**src/rtl/kgp_wb_pkg.sv**
```systemverilog
// Shared types and default constants for the KGP write-back stage.
package kgp_wb_pkg;

  typedef enum logic [1:0] {
    WB_ALU  = 2'b00,
    WB_MEM  = 2'b01,
    WB_LINK = 2'b10,
    WB_NONE = 2'b11
  } wb_src_t;

  typedef enum logic {
    IDLE     = 1'b0,
    WAIT_MEM = 1'b1
  } wb_state_t;

  localparam int unsigned LINK_REG_DEF    = 31;
  localparam int unsigned MEM_TIMEOUT_DEF = 15;

endpackage

```
**src/rtl/writeback_unit.sv**
```systemverilog
// KGP write-back stage: selects ALU/MEM/LINK data for the register file, waits on loads with timeout.
// Optional forwarding outputs enabled by defining WB_FORWARD_EN.
module writeback_unit
  import kgp_wb_pkg::*;
#(
  parameter int unsigned DATA_W      = 32,
  parameter int unsigned REG_ADDR_W  = 5,
  parameter int unsigned LINK_REG    = LINK_REG_DEF,
  parameter int unsigned MEM_TIMEOUT = MEM_TIMEOUT_DEF
) (
  input  logic                  clk,
  input  logic                  rst,
  input  logic                  wb_valid,
  output logic                  wb_ready,
  input  logic [1:0]            wb_src,
  input  logic                  wb_regwrite,
  input  logic [REG_ADDR_W-1:0] wb_dest,
  input  logic [DATA_W-1:0]     alu_result,
  input  logic [DATA_W-1:0]     pc_plus4,
  input  logic [DATA_W-1:0]     mem_rdata,
  input  logic                  mem_rvalid,
  output logic                  regWrite,
  output logic [REG_ADDR_W-1:0] writeReg,
  output logic [DATA_W-1:0]     writeData,
  output logic                  stall,
`ifdef WB_FORWARD_EN
  output logic                  fwd_valid,
  output logic [REG_ADDR_W-1:0] fwd_reg,
  output logic [DATA_W-1:0]     fwd_data,
`endif
  output logic                  wb_error
);

  localparam int unsigned CNT_W = $clog2(MEM_TIMEOUT + 1);
  localparam logic [CNT_W-1:0]      TMO   = CNT_W'(MEM_TIMEOUT);
  localparam logic [REG_ADDR_W-1:0] LREG  = REG_ADDR_W'(LINK_REG);

  wb_state_t             state;
  wb_src_t               src;
  logic [CNT_W-1:0]      cnt;
  logic [CNT_W-1:0]      cnt_inc;
  logic [REG_ADDR_W-1:0] eff_dest;
  logic [DATA_W-1:0]     acc_data;
  logic [REG_ADDR_W-1:0] cap_dest;
  logic                  cap_we;
  logic                  acc_we;

  always_comb begin
    src      = wb_src_t'(wb_src);
    eff_dest = (src == WB_LINK) ? LREG : wb_dest;
    acc_data = (src == WB_LINK) ? pc_plus4 : alu_result;
    acc_we   = wb_regwrite && (src != WB_NONE) && (eff_dest != '0);
    cnt_inc  = cnt + 1'b1;
    wb_ready = (state == IDLE);
    stall    = (state == WAIT_MEM);
  end

  always_ff @(posedge clk) begin
    if (rst) begin
      state     <= IDLE;
      regWrite  <= 1'b0;
      writeReg  <= '0;
      writeData <= '0;
      wb_error  <= 1'b0;
      cnt       <= '0;
      cap_dest  <= '0;
      cap_we    <= 1'b0;
    end else begin
      regWrite <= 1'b0;
      case (state)
        IDLE: begin
          // mem_rvalid is deliberately ignored here, including on the accept cycle of a load
          if (wb_valid) begin
            if (src == WB_MEM) begin
              state    <= WAIT_MEM;
              cnt      <= '0;
              cap_dest <= eff_dest;
              cap_we   <= wb_regwrite;
            end else if (acc_we) begin
              regWrite  <= 1'b1;
              writeReg  <= eff_dest;
              writeData <= acc_data;
            end
          end
        end
        WAIT_MEM: begin
          // response is checked before the timeout so a late-but-valid load still lands
          if (mem_rvalid) begin
            state <= IDLE;
            if (cap_we && (cap_dest != '0)) begin
              regWrite  <= 1'b1;
              writeReg  <= cap_dest;
              writeData <= mem_rdata;
            end
          end else begin
            cnt <= cnt_inc;
            if (cnt_inc == TMO) begin
              state    <= IDLE;
              wb_error <= 1'b1;
            end
          end
        end
      endcase
    end
  end

`ifdef WB_FORWARD_EN
  always_comb begin
    fwd_valid = regWrite && !rst;
    fwd_reg   = writeReg;
    fwd_data  = writeData;
  end
`endif

endmodule

```
**config.mk**
```make
export PLATFORM = sky130hd
export DESIGN_NAME = writeback_unit
export DESIGN_NICKNAME = d
export VERILOG_FILES = /design/src/rtl/kgp_wb_pkg.sv /design/src/rtl/writeback_unit.sv
export SDC_FILE = /design/constraint.sdc
export NUM_CORES = 1
export LEC_CHECK = 0
export CAP_MARGIN = 20
export CORE_MARGIN = 3
export CORE_UTILIZATION = 36
export DETAILED_ROUTE_END_ITERATION = 7
export HOLD_SLACK_MARGIN = 0.15
export PLACE_DENSITY = 0.84
export SYNTH_ARGS = -nofsm -noshare
export SYNTH_HDL_FRONTEND = slang
export SYNTH_SLANG_ARGS = --single-unit
export TNS_END_PERCENT = 50
```
**constraint.sdc**
```tcl
create_clock -name clk -period 1.8 [get_ports clk]
set_input_delay 0.36 -clock clk [delete_from_list [all_inputs] [get_ports clk]]
set_output_delay 0.36 -clock clk [all_outputs]
set_load 0.02 [all_outputs]
```
==> results.txt <==
----------------------------------------------------
[Synthesis]
  Share of synthesized cell area in full adder, half adder and majority cells ... 0.008551
  Synth area leaders ... sky130_fd_sc_hd__dfxtp_1 (34%), sky130_fd_sc_hd__mux2_2 (12%), sky130_fd_sc_hd__o221ai_1 (11%)
  Basic-gate share of the synthesized area counting and, or, nand and nor cells ... 0.2150
  Main combinational cell family by area after synthesis ... compound AO/OA/AOI/OAI gates
  Synthesized instance count ... 326
  Library cell occupying the most area in the post-synthesis netlist ... sky130_fd_sc_hd__dfxtp_1
  XOR/XNOR Fraction of Synth Area ... 0.002993
  Predominant post-synthesis flop cell ... sky130_fd_sc_hd__dfxtp_1
  Register area share after synthesis ... 0.3420
  Fraction of the mapped netlist area in compound gates ... 0.2262
  Post-Synthesis Net Count ... 436
  Area share of the largest cell type after synthesis ... 0.3420
  Fraction of registers with async set/reset ... 0
  Count of warnings emitted by yosys ... 0
  Netlist cell types ... 37
  Per-instance average area after synthesis ... 8.977 sq um
  Number of synthesized flops with an enable pin ... 0
  Portion of netlist area occupied by mux cells ... 0.1231
  Synthesis-stage register bit count ... 50
  Netlist area before placement ... 2927 sq um

[Hold path]
  Hold Path Origin ... rst
  Endpoint of the worst hold-timing path ... writeReg[1]$_SDFFE_PP0P_
  Class of the tightest hold or removal check ... in2reg
  Hold depth ... 2

[Final layout]
  Final Instance Area ... 5200 sq um
  Fin nets ... 603
  Final antenna diode count ... 0
  Fraction of final layout cells sized beyond drive strength 1 ... 0.2672
  Most common library cell in the layout ignoring fill and taps ... sky130_fd_sc_hd__clkdlybuf4s50_1
  Post-synthesis to final-layout area growth ... 77.68%
  Final non-filler cell total ... 596
  Most used cells in the layout excluding fill and tap cells ... sky130_fd_sc_hd__clkdlybuf4s50_1 (138), sky130_fd_sc_hd__dfxtp_1 (48), sky130_fd_sc_hd__nand2b_1 (34)
  Share of the core filled with cells in the final layout ... 0.6660

[Routing]
  Post-route antenna net violation count ... 0
  Average wire per cell in the routed design ... 18.04 um
  Total wirelength of the detailed-routed design ... 10.75 mm
  Iteration-0 DRC Markers ... 133
  Drt via density ... 5.468
  Detailed-route via count ... 3259
  Pre-antenna DRT Iters ... 5
  Residual DRC count ... 0

[Critical path]
  Worst-path maximum fanout ... 22
  Capture instance of the worst register-to-register path ... writeData[26]$_SDFFE_PP0P_
  Kind of start point of the critical path ... flip-flop
  Source of the critical timing path ... cap_dest[1]$_SDFFE_PP0P_
  Kind of capture point of the worst setup path ... flip-flop
  Critical register-to-register path startpoint ... cap_dest[1]$_SDFFE_PP0P_
  Required time of the critical path ... 2.00 ns
  Setup slack of the most critical reg-to-reg path ... -0.02 ns
  Worst Reg-to-Reg Cells ... 5
  Data arrival time of the critical path ... 2.02 ns
  Type of the worst setup path ... reg2reg

[Global routing]
  Pin count of the biggest net entering global routing ... 39
  Total global routing overflow ... 0
  Vias in the first global route ... 3262
  All-Layer GR Usage ... 0.2246
  Number of antenna violations at the first check in global routing ... 0
  Global-route wire length before repair ... 16.09 mm

[Clocking]
  Clock network latency to the later pin of the worst-skew pair ... 0.32 ns
  Maximum count of clock buffers along a single path ... 2
  H-tree depth reported by CTS ... 2
  Number of clock sinks ... 50
  Clock root buffer ... sky130_fd_sc_hd__clkbuf_8
  Clock input transition at the sequential cells of the worst setup and hold paths ... 0.09 ns
  Number of buffers created by CTS ... 5
  CTS tree ... built

[Power and ir drop]
  Static power due to leakage ... 1.780 nW
  Post-layout power ... 0.002902 W
  Worst voltage drop across the vdd grid ... 0.0003268 V
  Pwr dens ... 558.0 nW/um^2

[Timing]
  Slew @ Worst Pin ... 0.4258 ns
  Number of setup violations in the final report ... 3
  Setup repair after global routing missed its margin ... yes
  Post-layout min period ... 1.824 ns
  Slew headroom ... 0.7126
  Max Freq ... 548.2 MHz
  Clock Skew ... 0.01092 ns
  Max-slew violation count ... 0
  Fin worst setup slack ... -0.02417 ns
  Count of endpoints failing hold in the final timing report ... 0
  Share of the clock period used by the worst path after layout ... 1.013

[Placement]
  Post-place setup slack ... -0.5061 ns
  Area after detailed placement ... 4619 sq um
  IO Port Bufs ... 148
  Placer Congestion ... 0.8192
  Estimated wirelength of the detail-placed design ... 7.353 mm
  Placed Instances ... 573

[Floorplan]
  Die boundary width ... 96.16 um
  Num rows ... 32
  Io pins ... 149
  Die Ht ... 96.16 um
  Area enclosed by the die boundary ... 9247 sq um
  Effective utilization at floorplan ... 0.3748
  Area of the core ... 7807 sq um

[Run status]
  Run status ... complete, but fails checks
  Violated checks ... negative setup slack

[Run]
  Number of maximum-capacitance constraint violations ... 0

----------------------------------------------------
flip-flops by register name (all words and copies together) (netlist names):
register	count
stall	1
wb_error	1
cnt	4
regWrite	1
cap_we	1
cap_dest	5
writeData	32
writeReg	5
synthesized netlist by cell type, types with 2 or more instances:
library cell,instances
sky130_fd_sc_hd__dfxtp_1,50
sky130_fd_sc_hd__a21oi_1,48
sky130_fd_sc_hd__nand3_1,39
sky130_fd_sc_hd__o221ai_1,36
sky130_fd_sc_hd__nand2b_1,34
sky130_fd_sc_hd__mux2_2,32
sky130_fd_sc_hd__nand2_1,14
sky130_fd_sc_hd__buf_2,10
sky130_fd_sc_hd__clkbuf_1,10
sky130_fd_sc_hd__nor2_1,9
sky130_fd_sc_hd__buf_6,7
sky130_fd_sc_hd__buf_8,3
sky130_fd_sc_hd__nor2b_1,3
sky130_fd_sc_hd__or3_1,3
sky130_fd_sc_hd__buf_1,2
sky130_fd_sc_hd__ha_1,2
sky130_fd_sc_hd__nand3b_1,2
sky130_fd_sc_hd__nand4b_1,2
sky130_fd_sc_hd__or4_4,2
cell families (layout without fill, tap and decap cells):
family,after synthesis,after routing
buffers and inverters,35,203
adder cells (fa/ha/maj),2,2
flip-flops,50,50
AND/OR/NAND/NOR,113,113
multiplexers,32,32
XOR/XNOR,1,1
AO/OA/AOI/OAI,93,93
layer usage:
| layer | global-route usage | share of wire | wire [um] | vias up |
|---|---|---|---|---|
| met3 | 0.04222 | 0.068 | 730 | 16 |
| li1 | - | - | - | 1564 |
| met2 | 0.4209 | 0.51 | 5535 | 132 |
| met1 | 0.2565 | 0.40 | 4319 | 1547 |
| met5 | 0 | 0 | 0 | - |
| met4 | 0.06161 | 0.016 | 169 | 0 |
layout make-up:
class	instances	area, sq um
fillers	656	2608
multi-input cells	241	1859
flip-flops and latches	50	1003
inverters	2	7.507
repair buffers	193	2059
well taps	102	127.6
clock inverters	2	60.06
clock buffers	6	82.58
stage by stage:
| step | TNS [ns] | hold slack, ns |
|---|---|---|
| 2_1_floorplan | -0.0005642 | 0.4487 |
| 3_3_place_gp | -15.07 | 0.4497 |
| 3_5_place_dp | -18.66 | 0.4561 |
| 4_1_cts | -0.2372 | 0.2827 |
| 5_1_grt | -0.7826 | 0.3164 |
| 6_report | -0.04151 | 0.3071 |
power by group:
part	leakage [nW]	total (W)	internal, W	switching, W
combinational	1.30	0.000743	0.000461	0.000281
sequential	0.407	0.00117	0.00114	0.0000259
clock	0.0714	0.000989	0.000593	0.000396
total	1.78	0.00290	0.00220	0.000703
critical path, stage by stage, from the launching register on:
cell	delay [ns]
sky130_fd_sc_hd__dfxtp_2	0.34
sky130_fd_sc_hd__or4_4	0.54
sky130_fd_sc_hd__o2111a_2	0.32
sky130_fd_sc_hd__buf_12	0.18
sky130_fd_sc_hd__o221ai_1	0.25
sky130_fd_sc_hd__a21oi_2	0.09
how the worst max path moves through the flow:
stage                                      end  depth (start not counted)
finish              writeData[26]$_SDFFE_PP0P_                          5
global route         writeData[7]$_SDFFE_PP0P_                          6
CTS                 writeData[16]$_SDFFE_PP0P_                         11
detailed placement   writeData[6]$_SDFFE_PP0P_                          6
global placement    writeData[17]$_SDFFE_PP0P_                          6
floorplan           writeData[19]$_SDFFE_PP0P_                          6
repair_timing:
action	CTS	global route
setup buffers	12	0
pin swaps	7	6
resized for setup	37	30
endpoints found under the hold margin	0	0
hold buffers	0	0
gates cloned	5	0
endpoints found under the setup margin	38	38
Power figures use the tool's default switching activity.
==> edit 1 (same settings) <==
The parameter `DATA_W` goes from 32 to 48.
--- a/src/rtl/writeback_unit.sv
+++ b/src/rtl/writeback_unit.sv
@@ -4,5 +4,5 @@
   import kgp_wb_pkg::*;
 #(
-  parameter int unsigned DATA_W      = 32,
+  parameter int unsigned DATA_W      = 48,
   parameter int unsigned REG_ADDR_W  = 5,
   parameter int unsigned LINK_REG    = LINK_REG_DEF,
Interface: changed (resized alu_result, mem_rdata, pc_plus4 and writeData); port bits go from 149 to 213. No check against the original RTL was run, so the function may have changed too.
==> edit 1 against the unedited design <==
  * The run still ends with negative setup slack left
  * Clock skew increased by 0.0054 ns
  * Sequential power increased by 32%
  * Worst setup slack got worse by 0.032 ns
  * Routed wire length increased by 45%
  * Sequential cell count increased by 16
  * Power increased by 42%
  * Sequential share of layout area decreased by 0.65 points
  * Final area increased by 37%
  * Synthesized area increased by 37%
  * Clock power increased by 59%
  * Critical endpoint is now writeReg[0]
==> edit 1: results (changes against the unedited design) <==
<table>
<tr><th>Metric</th><th>Value</th></tr>
<tr><th colspan="2">Clock tree</th></tr>
<tr><td>Setup Fix Bufs, Post-CTS</td><td>13 (+1)</td></tr>
<tr><td>H-Tree Level Count</td><td>3 (+1)</td></tr>
<tr><td>Worst-Skew Late Latency</td><td>0.34 ns (+0.02 ns)</td></tr>
<tr><th colspan="2">Outcome</th></tr>
<tr><td>Run status</td><td>finished with violations</td></tr>
<tr><td>Violated checks</td><td>negative setup slack</td></tr>
<tr><th colspan="2">Timing</th></tr>
<tr><td>Fin Clk Skew</td><td>0.0163 ns (+0.00540 ns)</td></tr>
<tr><td>Final setup margin</td><td>-0.0561 ns (-0.0319 ns)</td></tr>
<tr><td>Final setup violation count</td><td>53 (+50)</td></tr>
<tr><td>Transition time of the tightest slew-check pin</td><td>0.529 ns (+0.103 ns)</td></tr>
<tr><th colspan="2">Logic synthesis</th></tr>
<tr><td>Post-Synth Adder-Cell Area</td><td>0.624% (-0.23 points)</td></tr>
<tr><td>Sequential element share of the synthesized area</td><td>32.9% (-1.3 points)</td></tr>
<tr><td>Synthesized-area fraction occupied by xor and xnor cells</td><td>0% (-0.30 points)</td></tr>
<tr><td>Top cells by instance count after synthesis</td><td>dfxtp_1, a21oi_1, nand3_1, nand2b_1, mux2_2</td></tr>
<tr><th colspan="2">Placed design</th></tr>
<tr><td>Instance count after placement with tap cells included</td><td>773 (+35%)</td></tr>
<tr><td>Placement Cell Area</td><td>6330 µm² (+37%)</td></tr>
<tr><td>Pre-CTS setup slack</td><td>-0.645 ns (-0.139 ns)</td></tr>
<tr><td>Detailed placer's ending HPWL</td><td>10400 µm (+41%)</td></tr>
<tr><th colspan="2">GRT</th></tr>
<tr><td>GR met1 Demand/Resource</td><td>25.0% (-0.60 points)</td></tr>
<tr><td>Maximum number of pins on one net before global-route repair</td><td>61 (+56%)</td></tr>
<tr><td>Met3 track demand over resource in global routing</td><td>5.98% (+1.8 points)</td></tr>
<tr><td>Gr usage total</td><td>22.7% (+0.26 points)</td></tr>
<tr><td>Vias in the first global route</td><td>4639 (+42%)</td></tr>
<tr><td>GR Util met2</td><td>41.1% (-0.96 points)</td></tr>
<tr><th colspan="2">Die</th></tr>
<tr><td>Tap cells</td><td>136 (+33%)</td></tr>
<tr><th colspan="2">Power and ir drop</th></tr>
<tr><td>Peak supply drop</td><td>0.434 mV (+33%)</td></tr>
<tr><td>Total leakage power</td><td>0.00244 µW (+37%)</td></tr>
<tr><th colspan="2">Routing</th></tr>
<tr><td>Met2 routed wirelength</td><td>7860 µm (+42%)</td></tr>
</table>
edit 1: cell types whose count changed after synthesis, sizes merged, moves of 3 or more:
cell / before / now
nand3: 39 / 55
buf: 22 / 32
clkbuf: 11 / 16
a21oi: 48 / 65
nand2: 14 / 17
mux2: 32 / 48
dfxtp: 50 / 66
o221ai: 36 / 53
nand2b: 34 / 50
edit 1: how the worst min path moves through the flow:
stage                     cells after the start            end  slack, ns          start
after floorplan                               2    cap_dest[3]       0.45    cap_dest[3]
after global placement                        2  writeData[29]       0.45  writeData[29]
after detailed placement                      2  writeData[10]       0.46  writeData[10]
after CTS                                     2         cnt[3]       0.29            rst
after global routing                          2         cnt[3]       0.30            rst
final                                         2         cnt[3]       0.29            rst
edit 1: worst max-delay path: cells and delay by family, from the launching register on:
kind,cells,cell delay (ns)
simple gates,2,0.62
buf+inv,3,0.49
flops,1,0.32
compound gates,2,0.35
edit 1: report_power, final:
part	switching (µW)	internal (µW)	leakage (µW)
logic	381	631	0.00178
clock network	630	935	0.000121
registers	35.8	1510	0.000537
==> edit 2 (config.mk and constraints unchanged) <==
Without the edit above. Make the reset (`rst`) asynchronous in one clocked block.
--- a/src/rtl/writeback_unit.sv
+++ b/src/rtl/writeback_unit.sv
@@ -56,5 +56,5 @@
   end
 
-  always_ff @(posedge clk) begin
+  always_ff @(posedge clk or posedge rst) begin
     if (rst) begin
       state     <= IDLE;
Formal check against the unedited RTL: differs if rst is asserted again (counterexample within 4 cycles, from zero or initial values and one cycle with rst high); with rst held inactive, the same outputs for 4 cycles.
==> edit 2 against the unedited design <==
  * The run still ends with negative setup slack left
  * Maximum frequency fell by 7.7%
  * Final area down 9.1%
  * Routed wire length is 25% lower
  * Via count shrank 23%
  * Count of clock-buffer cells in the layout did not move
  * First-iteration DRC count decreased by 51%
  * Die area decreased by 4.0%
  * Synthesized cell count fell by 20%
  * Sequential cell count stayed put
  * Worst setup slack worse by 0.15 ns
  * Synthesized area is 4.3% lower
Power is not compared: it rests on default switching activity, and its combinational part moved more than twofold at a synthesized area within 25%.
==> edit 2: results (changes against the unedited design) <==
<table>
<tr><th>Metric</th><th>Value</th></tr>
<tr><th colspan="2">Logic synthesis</th></tr>
<tr><td>Post-synth ARST share</td><td>100% (+100 points)</td></tr>
<tr><td>Leading cell types by total area after synthesis</td><td>dfrtp_1, mux2i_1, mux2_4, mux2_2, o21ai_0</td></tr>
<tr><td>Synthesized-area fraction occupied by xor and xnor cells</td><td>0.626% (+0.33 points)</td></tr>
<tr><td>Top cells by instance count after synthesis</td><td>dfrtp_1, nand2_1, o21ai_0, mux2i_1, mux2_2</td></tr>
<tr><th colspan="2">Critical path</th></tr>
<tr><td>Startpoint of the worst-slack reg-to-reg timing path</td><td>cap_dest[0]</td></tr>
<tr><td>Data arrival at the endpoint of the critical path</td><td>2.17 ns (+0.15 ns)</td></tr>
<tr><td>Worst reg2reg path endpoint</td><td>writeData[2]</td></tr>
<tr><th colspan="2">Outcome</th></tr>
<tr><td>Violated checks</td><td>negative setup slack</td></tr>
<tr><td>Run status</td><td>finished with violations</td></tr>
<tr><th colspan="2">Timing</th></tr>
<tr><td>Fin Clk Skew</td><td>0.0140 ns (+0.00307 ns)</td></tr>
<tr><td>Final setup margin</td><td>-0.176 ns (-0.152 ns)</td></tr>
<tr><td>Final setup violation count</td><td>37 (+34)</td></tr>
<tr><th colspan="2">Routing</th></tr>
<tr><td>Number of violations reported at the end of detailed-routing iteration 0</td><td>65 (-51%)</td></tr>
<tr><td>Post-DR wirelength/cell</td><td>15.5 µm (-14%)</td></tr>
<tr><td>Length of the first detailed-routing pass in iterations</td><td>4 (-1)</td></tr>
<tr><th colspan="2">Clock tree</th></tr>
<tr><td>Resized Gates After CTS</td><td>12 (-68%)</td></tr>
<tr><td>Worst-Skew Late Latency</td><td>0.30 ns (-0.02 ns)</td></tr>
<tr><td>Setup Fix Bufs, Post-CTS</td><td>2 (-10)</td></tr>
<tr><th colspan="2">Cells and area</th></tr>
<tr><td>Area growth from synthesis to layout</td><td>68.7%</td></tr>
<tr><th colspan="2">Placed design</th></tr>
<tr><td>Detailed placer's ending HPWL</td><td>5920 µm (-20%)</td></tr>
<tr><td>Final weighted congestion in routability-driven placement</td><td>0.790 (-3.5%)</td></tr>
<tr><td>Instance count after placement with tap cells included</td><td>504 (-12%)</td></tr>
<tr><td>Placement Cell Area</td><td>4460 µm² (-3.5%)</td></tr>
<tr><th colspan="2">GRT</th></tr>
<tr><td>Gr usage total</td><td>18.0% (-4.4 points)</td></tr>
<tr><td>First-pass GRT wire length</td><td>12500 µm (-22%)</td></tr>
</table>
[edit 2: changes by cell type in the layout (fill, tap and decap cells not counted), sizes merged, moves of 36 or more]
cell,before,now
a21oi,48,1
dfrtp,0,50
dfxtp,50,0
nand3,39,1
o21ai,1,43
o221ai,36,0
[edit 2: final cells by class]
class / instances / area share, %
clock buffers: 6 / 1.75
repair buffers: 168 / 37.2
flip-flops and latches: 50 / 26.5
inverters: 4 / 0.318
clock inverters: 2 / 0.265
multi-input cells: 189 / 31.3
well taps: 99 / 2.62
[edit 2: layer usage]
layer | global-route usage, % | part of all wire (%) | vias up
li1 | - | - | 1225
met1 | 21.9 | 40 | 1179
met2 | 32.0 | 51 | 96
met3 | 4.65 | 7.9 | 7
met4 | 3.73 | 0.85 | 0
met5 | 0 | 0 | -
[edit 2: worst max-delay path: cells and delay by family, from the launching register on]
kind	cells	cell delay, ns
buffers and inverters	2	0.30
multiplexers	1	0.29
AND/OR/NAND/NOR	1	0.54
AO/OA/AOI/OAI	2	0.34
flip-flops	1	0.39
